$ cat src/rtl/ram_arbiter.sv
// ram_arbiter: clears the display RAM after reset or on command, then shares it round-robin between two requesters.
module ram_arbiter #(
    parameter int AW = 8,
    parameter int DW = 16
) (
    input  logic          clk,
    input  logic          rst,
    input  logic          clr_req,
    input  logic          req0,
    input  logic          we0,
    input  logic [AW-1:0] addr0,
    input  logic [DW-1:0] wdata0,
    output logic          gnt0,
    output logic          rvalid0,
    input  logic          req1,
    input  logic          we1,
    input  logic [AW-1:0] addr1,
    input  logic [DW-1:0] wdata1,
    output logic          gnt1,
    output logic          rvalid1,
    output logic [DW-1:0] rdata,
    output logic          busy,
    output logic          ram_we,
    output logic [AW-1:0] ram_addr,
    output logic [DW-1:0] ram_din,
    input  logic [DW-1:0] ram_dout
);
    typedef enum logic {CLEAR, SERVE} state_t;
    state_t        state;
    logic [AW:0]   cnt;
    logic          rr, rd0, rd1;
    logic          el0, el1, win0, win1;
    // A port granted at the previous edge is masked, so one requester gets at most every other cycle
    assign el0   = req0 && !gnt0;
    assign el1   = req1 && !gnt1;
    assign win0  = (state == SERVE) && !clr_req && el0 && (!el1 || !rr);
    assign win1  = (state == SERVE) && !clr_req && el1 && (!el0 || rr);
    assign rdata = ram_dout;
    always_ff @(posedge clk or negedge rst) begin
        if (!rst) begin
            state    <= CLEAR;
            cnt      <= '0;
            rr       <= 1'b0;
            rd0      <= 1'b0;
            rd1      <= 1'b0;
            gnt0     <= 1'b0;
            gnt1     <= 1'b0;
            rvalid0  <= 1'b0;
            rvalid1  <= 1'b0;
            busy     <= 1'b1;
            ram_we   <= 1'b0;
            ram_addr <= '0;
            ram_din  <= '0;
        end else begin
            gnt0    <= win0;
            gnt1    <= win1;
            rd0     <= win0 && !we0;
            rd1     <= win1 && !we1;
            rvalid0 <= rd0;
            rvalid1 <= rd1;
            // Counter MSB flags the end of the sweep, so the last address is written exactly once
            if (state == CLEAR) begin
                if (cnt[AW]) begin
                    state  <= SERVE;
                    busy   <= 1'b0;
                    ram_we <= 1'b0;
                end else begin
                    ram_we   <= 1'b1;
                    ram_addr <= cnt[AW-1:0];
                    ram_din  <= '0;
                    cnt      <= cnt + 1'b1;
                end
            end else if (clr_req) begin
                state  <= CLEAR;
                busy   <= 1'b1;
                cnt    <= '0;
                ram_we <= 1'b0;
            end else if (win0 || win1) begin
                ram_we   <= win0 ? we0 : we1;
                ram_addr <= win0 ? addr0 : addr1;
                ram_din  <= win0 ? wdata0 : wdata1;
                rr       <= win0;
            end else begin
                ram_we <= 1'b0;
            end
        end
    end
endmodule

$ cat config.mk
export PLATFORM = sky130hd
export DESIGN_NAME = ram_arbiter
export DESIGN_NICKNAME = d
export VERILOG_FILES = /design/src/rtl/ram_arbiter.sv
export SDC_FILE = /design/constraint.sdc
export NUM_CORES = 1
export LEC_CHECK = 0
export BUFFER_PORTS_ARGS = -buffer_cell sky130_fd_sc_hd__buf_4
export CAP_MARGIN = 20
export CORE_UTILIZATION = 44
export CTS_BUF_LIST = sky130_fd_sc_hd__clkbuf_16
export CTS_CLUSTER_SIZE = 40
export DETAILED_ROUTE_END_ITERATION = 7
export MAX_ROUTING_LAYER = met4
export PLACE_DENSITY = 0.8
export SKIP_LAST_GASP = 1
export SLEW_MARGIN = 25
export SYNTH_ARGS = -nofsm -noshare
export SYNTH_HDL_FRONTEND = slang
export SYNTH_SLANG_ARGS = --single-unit
export TNS_END_PERCENT = 50
$ cat constraint.sdc
create_clock -name clk -period 1.6 [get_ports clk]
set_input_delay 0.32 -clock clk [delete_from_list [all_inputs] [get_ports clk]]
set_output_delay 0.32 -clock clk [all_outputs]
set_load 0.01 [all_outputs]
== Word level (Yosys, flattened, before mapping) ==
Cells that the tools add are included.
Storage, ports and cells
  word-level logic and storage cells: 69
  flip-flop bits (word level): 43
  output and inout bits: 46
Operators by class
  bitwise logic cells: 1
  eq/ne operators: 4
  reduce and logical (&&, ||, !) cells: 25
  mux-type cells: 24
  add/subtract/negate cells: 1
Operators with widths (count)
  $mux W16: 5
  $mux W8: 5
  $mux W9: 3
  $mux W1: 11
  $add A9 B1 Y9 const B: 1
  $logic_and A1 B1 Y1: 9
  $logic_not A1 Y1: 8
  $ne A2 B2 Y1 const B: 3
  $reduce_and A3 Y1: 2
  $reduce_and A2 Y1: 2
  $logic_or A1 B1 Y1: 3
  $ne A2 B1 Y1 const B: 1
  $reduce_bool A2 Y1: 1
  $not A1 Y1: 1

== Longest topological paths before layout ==
  depth after elaboration: 9
  depth in mapped cells: 7
  gate-level depth less buffers: 5

== Worst setup path after synthesis ==
No wires, ideal clock.
  path kind: register -> register
  start point: reg gnt0
  end point: reg ram_din[10]
  clock period less this slack: 1.532 ns
  data required time: 1.470 ns
  data arrival time: 1.403 ns
  slack: 0.068 ns
  stages on the path, launching flop included: 7
  cell sequence: dfrtp_1 -> nand2b_1 -> a211o_1 -> buf_6 -> buf_4 -> mux2i_1 -> o2bb2ai_1
Between the ends
  word-level cells in the longest chain between the ends: 8
  elaborated cells on any way between the ends: 14
  classes of those cells: eq/ne (1); mux (4); reduce/logical (9)
RTL lines
  start, declared: RTL line 13  | output logic gnt0,
  start signal, assigned: RTL line 55  | gnt0 <= win0;
  $logic_not A1 Y1 (*): RTL line 34  | assign el0 = req0 && !gnt0;
  $logic_and A1 B1 Y1 (*): RTL line 34
  $logic_and A1 B1 Y1 or $logic_not A1 Y1 (tied branches): RTL line 36, 37
  $logic_and A1 B1 Y1 or $logic_or A1 B1 Y1 (tied branches): RTL line 36, 37
  $mux W16 or $logic_and A1 B1 Y1 (tied branches): RTL line 81, 37
  $mux W16 or $logic_or A1 B1 Y1 (tied branches): RTL line 78  | end else if (win0 || win1) begin
  $mux W16 or $ne A2 B1 Y1 (tied branches)
  $mux W16 or $reduce_and A3 Y1 (tied branches)
  end signal, assigned: RTL line 81  | ram_din <= win0 ? wdata0 : wdata1;
  end, declared: RTL line 25  | output logic [DW-1:0] ram_din,
Every way passes the cells marked *; elsewhere a longest branch is shown, timed or not. The select of a mux whose other input is x is not followed.
A chain may end at the register's enable or synchronous reset.

== Final worst setup path ==
  start point: reg gnt0
  end point: reg ram_addr[2]
Between the ends
  word-level cells in the longest chain between the ends: 8
  elaborated cells on any way between the ends: 14
  classes of those cells: eq/ne (1); mux (4); reduce/logical (9)
RTL lines
  $logic_not A1 Y1 (*): RTL line 34
  $logic_and A1 B1 Y1 (*): RTL line 34
  $logic_and A1 B1 Y1 (*) (2 in series): RTL line 36  | assign win0 = (state == SERVE) && !clr_req && el0 && (!el1 || !rr);
  via win0: RTL line 32  | logic el0, el1, win0, win1;
  $mux W8: RTL line 80  | ram_addr <= win0 ? addr0 : addr1;
  $mux W8: RTL line 78
  $mux W8: RTL line 73  | end else if (clr_req) begin
  $mux W8: RTL line 62  | if (state == CLEAR) begin
  end signal, assigned: RTL line 69  | ram_addr <= cnt[AW-1:0];
  end signal, assigned: RTL line 80
  end, declared: RTL line 24  | output logic [AW-1:0] ram_addr,
Mark *: on every way through the listed nets, which the timed path passes. The rest lies on a longest branch. The select of a mux whose other input is x is not followed.

==> results_dict.tcl <==
set metrics [dict create \
    pwr-share-comb 0.231 \
    cts_tree "built" \
    critPathKind "reg2reg" \
    route.detailed.drc 12 \
    clock_latency_ns 0.28 \
    min_period_over_period 0.994 \
    drt_iter0_markers 113 \
    crit_path_end "ram_addr[2]" \
    drive_above_1_share 0.456 \
    postSynthAreaPerCell_um2 11.3 \
    top_register "ram_din" \
    crit_fanout 11 \
    cts_sinks 43 \
    crit_required_ns 1.80 \
    port_buffers 84 \
    worstSetupStartpoint "gnt0" \
    clock_skew_ns 0.00589 \
    p_sw_frac 0.267 \
    yosys_register_bits 43 \
    dieArea_um2 5030 \
    syn_area_um2 2090 \
    start_util 0.468 \
    synthArstFlopShare 1.00 \
    nNetsFinal 341 \
    wl_um 4880 \
    chipHeight_um 71.0 \
    cts.clk_slew.worst_paths_ns 0.06 \
    rsz0062_at_grt "yes" \
    relSlewSlack 0.643 \
    antenna_found_initial 0 \
    syn_nets 257 \
    place.gp.congestion 0.825 \
    switchingPower_uw 880 \
    viasPerCell 5.34 \
    fillers 390 \
    utilization 0.675 \
    vdd.ir_drop.worst_v 0.000758 \
    rr_endpoint "ram_addr[2]" \
    fmax_mhz 629 \
    h-tree-depth 2 \
    grtUsageTotal 0.203 \
    cap_violations 0 \
    ant_nets 0 \
    synth_ff_type "dfrtp_1" \
    finalHoldViolCount 0 \
    overflow 0 \
    synth.most_common_cell "dfrtp_1" \
    clock_tree.buffer_depth 2 \
    cts_hold_buf 0 \
    post_drt_wl_per_cell_um 15.2 \
    ctsRootBufferMaster "clkbuf_16" \
    dp.cells 310 \
    via_count 1719 \
    r2r-start "gnt0" \
    hold_class "in2async" \
    place_hpwl_um 3370 \
    endpoint_kind "flip-flop" \
    finalSetupViolations 0 \
    grt_max_degree 44 \
    min_period_ns 1.59 \
    clkPwrFrac 0.345 \
    n_antenna_cell 0 \
    largestRegisters "ram_din: 16 flops, cnt: 9 flops, ram_addr: 8 flops" \
    reg2regPathDepth 7 \
    synth_area_leaders "dfrtp_1 50%, mux2i_1 12%, o2bb2ai_1 6.7%" \
    internal_power_mw 2.42 \
    power_density_nw_per_um2 1090 \
    grt_pass1_vias 1700 \
    ys_seq_area_frac 0.515 \
    synth_warnings 0 \
    violations "DRC" \
    grt_first_pass_wirelength_um 7620 \
    cts_buffers 5 \
    status "complete, but fails checks" \
    synth.top_cell.area_share 0.502 \
    synth_edf_count 0 \
    pin_count 117 \
    p_seq_frac 0.424 \
    ff2ff_setup_slack_ns 0.009 \
    leakage_nw 1.60 \
    firstDrtPassIters 6 \
    row_count 24 \
    syn2layout_area_growth_pct 44.4 \
    drv_slew 0 \
    stdcell_count 322 \
    worstMarginPinSlew_ns 0.535 \
    arrival_ns 1.79 \
    holdWs_ns 0.0126 \
    largest_register_ffs 16 \
    core_area_um2 4470 \
    start_kind "flip-flop" \
    synthCells 185 \
    die_w_um 71.0 \
    netlist_top_cells_count "42 x dfrtp_1, 26 x mux2i_1, 17 x buf_4, 16 x o2bb2ai_1, 9 x o21ai_1" \
    yosysTopAreaCell "dfrtp_1" \
    ys_types 37 \
]
## what timing repair did
| action | 4_1_cts | 5_1_grt |
|---|---|---|
| hold endpoints to repair | 0 | 0 |
| gates resized for setup | 4 | 9 |
| endpoints found under the setup margin | 24 | 29 |
| pin swaps | 1 | 4 |
| cloned | 1 | 0 |
| setup buffers | 2 | 1 |
## metrics by stage
stage / setup WS [ns] / power (mW) / area, µm² / TNS, ns
detailed placement: -0.237 / 2.14 / 2750 / -4.04
CTS: 0.0113 / 3.31 / 2980 / 0
finish: 0.00905 / 3.30 / 3020 / 0
floorplan: 0.0678 / 1.80 / 2090 / 0
global placement: -0.0763 / 2.12 / 2750 / -1.54
global route: -0.0611 / 3.46 / 3020 / -0.313
## worst min-delay path by stage
| stage | endpoint | cells past startpoint | from |
|---|---|---|---|
| finish | cnt[5] | 1 | rst |
| global route | cnt[5] | 1 | rst |
| CTS | cnt[5] | 1 | rst |
| detailed placement | ram_addr[5] | 1 | rst |
| global placement | ram_addr[5] | 1 | rst |
| floorplan | cnt[0] | 0 | rst |
## metal layers
layer	wire length, µm	global-route usage
met2	2460	0.329
met1	2040	0.245
met5	0	-
met4	70	0.0867
met3	311	0.0442
## critical path, stage by stage, from the launching register on
cell and delay [ns]:
dfrtp_1 0.38, nand2b_4 0.15, buf_6 0.12, a211o_4 0.36, buf_12 0.17, inv_2 0.07
o22ai_1 0.08, o22ai_1 0.19
## cells by family (layout without fill, tap and decap cells)
| logic type | count (synthesis) | count (layout) | synth area share |
|---|---|---|---|
| buffers and inverters | 29 | 114 | 0.0915 |
| adders and majority gates | 1 | 1 | 0.00598 |
| AOI/OAI and AO/OA | 54 | 54 | 0.182 |
| DFF | 43 | 43 | 0.515 |
| and+or+nand+nor | 32 | 32 | 0.0813 |
| muxes | 26 | 26 | 0.124 |
## cells in the final DEF (no fill, tap or decap), types with 3 or more instances in the layout
cell type  instances
a31oi_1            5
buf_4             98
buf_6              3
clkbuf_16          5
dfrtp_1           42
mux2i_1           24
nand2_1            8
nor2_1             4
nor2b_1            3
nor3b_1            5
o21ai_0            6
o21ai_1            9
o22ai_1            5
o2bb2ai_1         16
## power by group through the flow
stage / combinational (mW) / sequential [mW] / clock (mW)
2_1_floorplan: 0.379 / 1.42 / 0
3_3_place_gp: 0.718 / 1.41 / 0
3_5_place_dp: 0.733 / 1.41 / 0
4_1_cts: 0.752 / 1.39 / 1.16
5_1_grt: 0.830 / 1.42 / 1.21
6_report: 0.762 / 1.40 / 1.14
## cell type report
| class | count | area [µm²] | area share |
|---|---|---|---|
| tap | 52 | 65.1 | 0.0215 |
| sequential | 43 | 1080 | 0.357 |
| clock inverter | 3 | 43.8 | 0.0145 |
| clock buffer | 5 | 125 | 0.0414 |
| inverter | 2 | 7.51 | 0.00248 |
| multi-input combinational | 113 | 866 | 0.287 |
| timing repair buffer | 104 | 837 | 0.277 |
Power figures use the tool's default switching activity.
